<file path="src/rtl/multdiv_ctrl.sv">
// multdiv_ctrl: sequencer for the iterative multiply/divide datapath.
//
// The controller walks IDLE -> LOAD -> RUN -> DONE. It issues load, step and
// clear strobes to the datapath registers, counts iterations, reports
// completion or divide-by-zero, and requests a pipeline stall while an
// operation is in flight.
//
// Parameters
//   STEPS      datapath iterations per operation (32 = radix-2, 16 = radix-4)
//   CNT_W      iteration counter width, 2**CNT_W > STEPS
//
// Ports
//   clk        in   clock, rising edge
//   clr        in   asynchronous active-high reset
//   ctrl_mult  in   one-cycle start pulse, multiply (wins over ctrl_div)
//   ctrl_div   in   one-cycle start pulse, divide
//   flush      in   pipeline flush, aborts the in-flight operation
//   div_zero   in   datapath flag, divisor == 0, sampled in LOAD
//   dp_load    out  load operands into the datapath registers
//   dp_step    out  advance the datapath one iteration
//   dp_clr     out  synchronous clear of the datapath registers
//   dp_mode    out  0 = multiply, 1 = divide, latched at start
//   count      out  iterations completed in the current operation
//   busy       out  operation in flight (LOAD, RUN or DONE)
//   stall      out  pipeline stall request
//   ready      out  one-cycle pulse, result valid on the datapath output
//   exception  out  one-cycle pulse with ready on divide by zero
module multdiv_ctrl #(
    parameter int unsigned STEPS = 32,
    parameter int unsigned CNT_W = 6
) (
    input  logic             clk,
    input  logic             clr,
    input  logic             ctrl_mult,
    input  logic             ctrl_div,
    input  logic             flush,
    input  logic             div_zero,
    output logic             dp_load,
    output logic             dp_step,
    output logic             dp_clr,
    output logic             dp_mode,
    output logic [CNT_W-1:0] count,
    output logic             busy,
    output logic             stall,
    output logic             ready,
    output logic             exception
);

    typedef enum logic [1:0] {
        S_IDLE = 2'd0,
        S_LOAD = 2'd1,
        S_RUN  = 2'd2,
        S_DONE = 2'd3
    } state_t;

    // Count value seen during the final RUN cycle, and the saturation value.
    localparam logic [CNT_W-1:0] CNT_LAST = CNT_W'(STEPS - 1);
    localparam logic [CNT_W-1:0] CNT_SAT  = CNT_W'(STEPS);

    state_t           state;
    state_t           state_nx;
    logic [CNT_W-1:0] count_nx;
    logic             mode_nx;
    logic             exc_nx;
    logic             start;
    logic             stall_q;

    assign start = ctrl_mult | ctrl_div;

    // State register.
    always_ff @(posedge clk or posedge clr) begin
        if (clr) begin
            state <= S_IDLE;
        end else begin
            state <= state_nx;
        end
    end

    // Next-state, counter and mode logic. Flush beats start, and start beats
    // the normal sequence, so a new start always restarts from LOAD.
    always_comb begin
        state_nx = state;
        count_nx = count;
        mode_nx  = dp_mode;
        exc_nx   = 1'b0;

        if (flush) begin
            state_nx = S_IDLE;
        end else if (start) begin
            state_nx = S_LOAD;
            count_nx = '0;
            mode_nx  = ~ctrl_mult;
        end else begin
            case (state)
                S_IDLE: begin
                    state_nx = S_IDLE;
                end
                S_LOAD: begin
                    if (div_zero && dp_mode) begin
                        state_nx = S_DONE;
                        exc_nx   = 1'b1;
                    end else begin
                        state_nx = S_RUN;
                    end
                end
                S_RUN: begin
                    if (count < CNT_SAT) begin
                        count_nx = count + CNT_W'(1);
                    end
                    // Leave on the edge where count becomes STEPS.
                    if (count >= CNT_LAST) begin
                        state_nx = S_DONE;
                    end
                end
                S_DONE: begin
                    state_nx = S_IDLE;
                end
                default: begin
                    state_nx = S_IDLE;
                end
            endcase
        end
    end

    // Output registers, decoded from the next state so they line up with it.
    always_ff @(posedge clk or posedge clr) begin
        if (clr) begin
            count     <= '0;
            dp_mode   <= 1'b0;
            dp_load   <= 1'b0;
            dp_step   <= 1'b0;
            dp_clr    <= 1'b0;
            busy      <= 1'b0;
            ready     <= 1'b0;
            exception <= 1'b0;
            stall_q   <= 1'b0;
        end else begin
            count     <= count_nx;
            dp_mode   <= mode_nx;
            dp_load   <= (state_nx == S_LOAD);
            dp_step   <= (state_nx == S_RUN);
            dp_clr    <= flush;
            busy      <= (state_nx != S_IDLE);
            ready     <= (state_nx == S_DONE);
            exception <= exc_nx;
            stall_q   <= (state_nx == S_LOAD) || (state_nx == S_RUN);
        end
    end

    // The start cycle itself must stall, before any register has seen it.
    assign stall = stall_q | ((state == S_IDLE) & start & ~flush & ~clr);

endmodule

</file>
<file path="config.mk">
export PLATFORM = sky130hd
export DESIGN_NAME = multdiv_ctrl
export DESIGN_NICKNAME = d
export VERILOG_FILES = /design/src/rtl/multdiv_ctrl.sv
export SDC_FILE = /design/constraint.sdc
export NUM_CORES = 1
export LEC_CHECK = 0
export CELL_PAD_IN_SITES_DETAIL_PLACEMENT = 0
export CELL_PAD_IN_SITES_GLOBAL_PLACEMENT = 1
export CORE_MARGIN = 2
export CORE_UTILIZATION = 35
export DETAILED_ROUTE_END_ITERATION = 10
export GPL_TIMING_DRIVEN = 0
export PLACE_DENSITY_LB_ADDON = 0.15
export REMOVE_ABC_BUFFERS = 1
export SYNTH_ARGS = -nofsm -noshare
export SYNTH_HDL_FRONTEND = slang
export SYNTH_SLANG_ARGS = --single-unit
</file>
<file path="constraint.sdc">
create_clock -name clk -period 1.8 [get_ports clk]
set_input_delay 0.36 -clock clk [delete_from_list [all_inputs] [get_ports clk]]
set_output_delay 0.36 -clock clk [all_outputs]
set_load 0.01 [all_outputs]
</file>
==> results.tsv, run 1 <==
metric	value	unit
status	complete, no violations	
largest net degree at the start of global routing	17	
power share of the clock group	33.4	%
Yosys top cell by area	dfrtp_1	
global-route wire length before repair	2.46	mm
aggregate global routing overflow	0	
Crit Path Class	in2out	
Crit path required time	1440	ps
Die X	50.2	um
Post-synth EDFFs	0	
vias in the first global route	559	
Skew-Pair Late Insertion Delay	280	ps
sequential power share	53.6	%
Netlist Area Pre-Place	747	um2
Overall Global Routing Usage	13.1	%
Buf/Inv on CP	2	
Crit-path slowest cell	dlygate4sd2_1	
cell with the most instances after synthesis	dfrtp_1	
CTS tree	yes	
Main synth FF type	dfrtp_1	
Leak	0.478	nW
wire per inst	11.3	um
hold-fix buffers at CTS	0	
core area	0.00198	mm2
Cell Area, Placed	960	um2
commonest cells in the netlist	dfrtp_1 (16), ha_1 (8)	
chip height	50.2	um
Buffers on Ports	19	
Initial Utilization	37.7	%
Antenna diodes	0	
Comb pwr share	13.0	%
Total Die Area	0.00252	mm2
Reg clk slew, reported paths	90	ps
Fillers	186	
Least-Margin Pin Slew	356	ps
syn_area_per_cell	10.8	um2
family with the most delay on the worst path	buffers and inverters	
fraction of layout cells with a size suffix above 1	14.7	%
switching pwr	0.000164	W
GPL Wtd Cong	0.747	
Synth top area share	53.6	%
sw frac	23.3	%
Yosys Warn Count	0	
Num CTS Buffers	3	
Placement Rows	16	
f_max	0.582	GHz
initial DRC count	2	
unrepaired setup endpoints after global routing	false	
hold violation total from the final report	0	
fin nets	110	
DR vias/cell	4.61	
H-tree levels	1	
Min-Delay Path Class	in2async	
relative slew slack	76.3	%
Setup-failing EPs final	0	
asr flop ratio synth	100	%
Cell variety after synth	22	
I/O pins	20	
Synth Register Bits	16	
design area	0.00104	mm2
Startpoint Class	input pin	
HPWL Detailed	1.01	mm
Power Density	680	mW/mm2
Worst VDD drop	0.417	mV
total power	0.000706	W
post-synthesis cell count	69	
MaxCap Viol Count	0	
Area growth, synth to finish	38.9	%
CP Cell Sequence	dlygate4sd2_1 > nor2_2 > nor2_4 > a31o_2 > clkdlybuf4s15_1	
clk_skew	1.95	ps
vias	563	
sequential area share after synthesis	53.6	%
Setup crit end kind	output pin	
Total Wirelength	1.38	mm
DR pass1 iterations	2	
Final ANT Viol Nets	0	
Root Buffer	clkbuf_4	
Arr. time, crit path	1360	ps
largest stage delay on the critical path	270	ps
synth top area cells	dfrtp_1 (54%), ha_1 (13%), a21oi_1 (3.4%), o21ai_0 (3.4%), inv_1 (2.5%)	
min cycle time layout	1720	ps
final period utilization	95.4	%
clock sinks	16	
Pint	0.000541	W
Clock Path Buffers	2	
initial antenna violation count	0	
pins over their slew limit	0	
DRC	0	
critical path fanouts, max	4	
metal layers:
metal | vias to the layer above | global-route usage [%] | wire (um)
li1 | 285 | - | -
met1 | 269 | 17.9 | 651
met2 | 9 | 20.2 | 675
met3 | 0 | 3.57 | 53
met4 | 0 | 4.17 | 0
met5 | - | 0 | 0
state kept, by name (all words and copies together), names as in the netlist:
| signal | count |
|---|---|
| ready | 1 |
| dp_load | 1 |
| state | 2 |
| stall_q | 1 |
| dp_mode | 1 |
| dp_clr | 1 |
| exception | 1 |
| count | 6 |
| busy | 1 |
| dp_step | 1 |
placed cells by master (no fill, tap or decap), types with 2 or more instances in the layout:
cell             synthesis  routed
a21oi_1                  5       5
buf_4                    0       4
clkbuf_4                 0       3
clkdlybuf4s50_1          0      14
dfrtp_1                 16      16
dlygate4sd2_1            0       4
ha_1                     8       8
inv_1                    5       4
nand2_1                  5       5
nand3_1                  3       3
nor2_1                   5       3
nor3_1                   2       2
o21ai_0                  5       5
or3_1                    3       3
per-stage QoR:
step                      worst slack, ps  instances  util [%]  setup TNS, ps  hold slack, ps
after floorplan                       198         68         -              0             282
after global placement               -641        114      48.4          -1560             501
after detailed placement             -647        114      48.4          -1640             505
after CTS                            16.9        121      51.8              0             273
after global routing                 28.5        122      52.3              0             278
final                                82.4        122      52.3              0             263
logic make-up after synthesis:
group	synth area share, %
DFF	53.6
and+or+nand+nor	15.6
buffers and inverters	4.02
adders and majority gates	13.4
muxes	1.34
xor gates and xnor gates	1.17
AOI/OAI and AO/OA	10.9
area by class of cell:
type,count,area [um2],area share [%]
tap,27,33.8,3.26
inverter,5,22.5,2.17
multi-input combinational,47,329,31.7
timing repair buffer,23,215,20.7
clock buffer,4,36.3,3.50
sequential,16,400,38.6
worst register-to-register path, stage by stage, from the launching register on:
cell     delay [ps]
dfrtp_1         410
inv_1            80
ha_1            150
or3b_4          430
or3_1           360
a21oi_1         140
final timing paths:
path,from,to,slack (ps),depth (start not counted)
max,ctrl_mult,stall,80,5
min reg2reg,dp_mode,dp_mode,530,2
min in group clk,ctrl_mult,dp_mode,490,2
max in group asynchronous,clr,state[0],1360,3
max reg2reg,state[0],count[3],160,5
min,clr,busy,260,3
power by group through the flow:
| stage | clock, W | combinational (W) | sequential, W |
|---|---|---|---|
| after floorplan | 0 | 0.0000348 | 0.000390 |
| after global placement | 0 | 0.0000862 | 0.000385 |
| after detailed placement | 0 | 0.0000861 | 0.000386 |
| after CTS | 0.000247 | 0.0000905 | 0.000378 |
| after global routing | 0.000261 | 0.000104 | 0.000380 |
| final | 0.000235 | 0.0000919 | 0.000378 |
repair_timing:
item,CTS,global route
endpoints found under the setup margin,1,3
pin swaps,2,0
setup buffers,3,1
gates resized for setup,9,2
Note: power is estimated with default switching activity, not from simulation.
==> inputs of run 2 (changes only) <==
--- a/config.mk
+++ b/config.mk
@@ -7,6 +7,7 @@
 export LEC_CHECK = 0
 export CELL_PAD_IN_SITES_DETAIL_PLACEMENT = 0
 export CELL_PAD_IN_SITES_GLOBAL_PLACEMENT = 1
+export CORE_ASPECT_RATIO = 0.8
 export CORE_MARGIN = 2
 export CORE_UTILIZATION = 35
 export DETAILED_ROUTE_END_ITERATION = 10
==> run 2 against run 1 <==
Net effect:
- via count grew 0.18%
- routed wire length grew 2.3%
- clock skew is essentially flat
- power shrank 7.3%
- sequential share of layout area grew 0.66 points
- maximum frequency grew 1.0%
- core utilization grew 0.11 points
- worst hold slack gained 2.5 ps
- flip-flop and latch count is the same
- non-clock buffer count is the same
- critical path depth is the same
- register-to-register slack is essentially flat
- largest cell class unchanged
==> results.tsv, run 2 (synthesis gave the netlist of run 1 again) <==
metric	value	unit
pins over their slew limit	0	
design area	0.00102	mm2
Area growth, synth to finish	36.5	%
Min-Delay Path Class	in2async	
r2r setup slk	170	ps
CP Cell Sequence	dlygate4sd2_1 > nor2_2 > nor2_4 > a31o_2 > clkdlybuf4s15_1	
clock sinks	16	
core area	0.00194	mm2
initial DRC count	5	
Total Wirelength	1.41	mm
chip height	45.3	um
hold-fix buffers at CTS	0	
Least-Margin Pin Slew	344	ps
Clock Path Buffers	2	
Leak	0.470	nW
Total Die Area	0.00252	mm2
Power Density	641	mW/mm2
initial antenna violation count	0	
DRC	0	
fraction of layout cells with a size suffix above 1	14.9	%
Skew-Pair Late Insertion Delay	280	ps
Crit path required time	1440	ps
Crit Path Class	in2out	
placed cells	111	
most frequent cells in the layout	dfrtp_1 (16), clkdlybuf4s50_1 (14), ha_1 (8)	
Final ANT Viol Nets	0	
Initial Utilization	38.4	%
Setup crit end kind	output pin	
Non-Filler Instances	118	
Arr. time, crit path	1340	ps
Fillers	180	
Startpoint Class	input pin	
fin nets	110	
H-tree levels	1	
Antenna diodes	0	
Critical Path Start	ctrl_mult	
critical path fanouts, max	4	
unrepaired setup endpoints after global routing	false	
DR vias/cell	4.78	
leading cell type in the layout, fill and taps excluded	dfrtp_1	
total power	0.000654	W
aggregate global routing overflow	0	
max reg flops	6	
reg2reg start	state[0]	
relative slew slack	77.1	%
hold violation total from the final report	0	
Setup-failing EPs final	0	
Buffers on Ports	19	
Reg with most FFs	count	
min cycle time layout	1700	ps
Die X	55.7	um
register area	400	um2
f_max	0.588	GHz
Final Util	52.4	%
largest stage delay on the critical path	270	ps
Cell Area, Placed	956	um2
footprint of the multi-input gates	329	um2
global-route wire length before repair	2.61	mm
vias	564	
vias in the first global route	580	
Placement Rows	14	
Reg clk slew, reported paths	90	ps
clk_skew	2.26	ps
DR pass1 iterations	2	
MaxCap Viol Count	0	
largest net degree at the start of global routing	17	
Setup TNS Final	0	ps
status	complete, no violations	
Worst VDD drop	0.464	mV
wire per inst	12.0	um
Overall Global Routing Usage	13.6	%
Regs by FF count	count: 6 flops, state: 2 flops	
CTS tree	yes	
I/O pins	20	
HPWL Detailed	1.05	mm
Root Buffer	clkbuf_4	
GPL Wtd Cong	0.704	
Crit-path slowest cell	dlygate4sd2_1	
Num CTS Buffers	3	
final period utilization	94.5	%
run 2: changes by cell type in the layout (fill, tap and decap cells not counted), sizes merged:
cell | before | now
clkbuf | 4 | 3
run 2: power by group:
group	internal (W)	switching, W
Combinational	0.0000461	0.0000455
Clock	0.0000776	0.000106
Sequential	0.000372	0.00000637
run 2: metal layers:
metal	wire (um)	vias up	GRT usage, %
li1	-	286	-
met1	699	266	17.8
met2	642	12	21.0
met3	70	0	6.30
met4	0	0	2.93
met5	0	-	0
run 2: path summary, 6_finish.rpt:
| check | to | depth (start not counted) |
|---|---|---|
| max | stall | 5 |
| min | dp_load | 3 |
| max reg2reg | count[3] | 5 |
| min reg2reg | dp_mode | 2 |
| max in group asynchronous | count[2] | 3 |
| min in group clk | dp_mode | 2 |
run 2: per-stage QoR:
stage	worst slack [ps]	hold slack, ps
floorplan	198	282
global placement	-634	508
detailed placement	-632	523
CTS	21.9	265
global route	15.5	272
finish	99.6	265
run 2: final cells by class:
cell class / instances / share of cell area, %
clock buffers: 3 / 2.21
repair buffers: 23 / 21.1
flip-flops and latches: 16 / 39.3
inverters: 5 / 2.21
well taps: 24 / 2.94
multi-input cells: 47 / 32.3
run 2: critical path: cells and delay by family:
| kind | cells | cell delay, ps |
|---|---|---|
| AOI/OAI and AO/OA | 1 | 250 |
| buffers and inverters | 2 | 490 |
| and+or+nand+nor | 2 | 240 |
run 2: timing repair:
action / 4_1_cts / 5_1_grt
resized for setup: 9 / 3
setup buffers: 3 / 1
setup endpoints to repair: 1 / 4
endpoints found under the hold margin: 0 / 0
pin swaps: 2 / 0
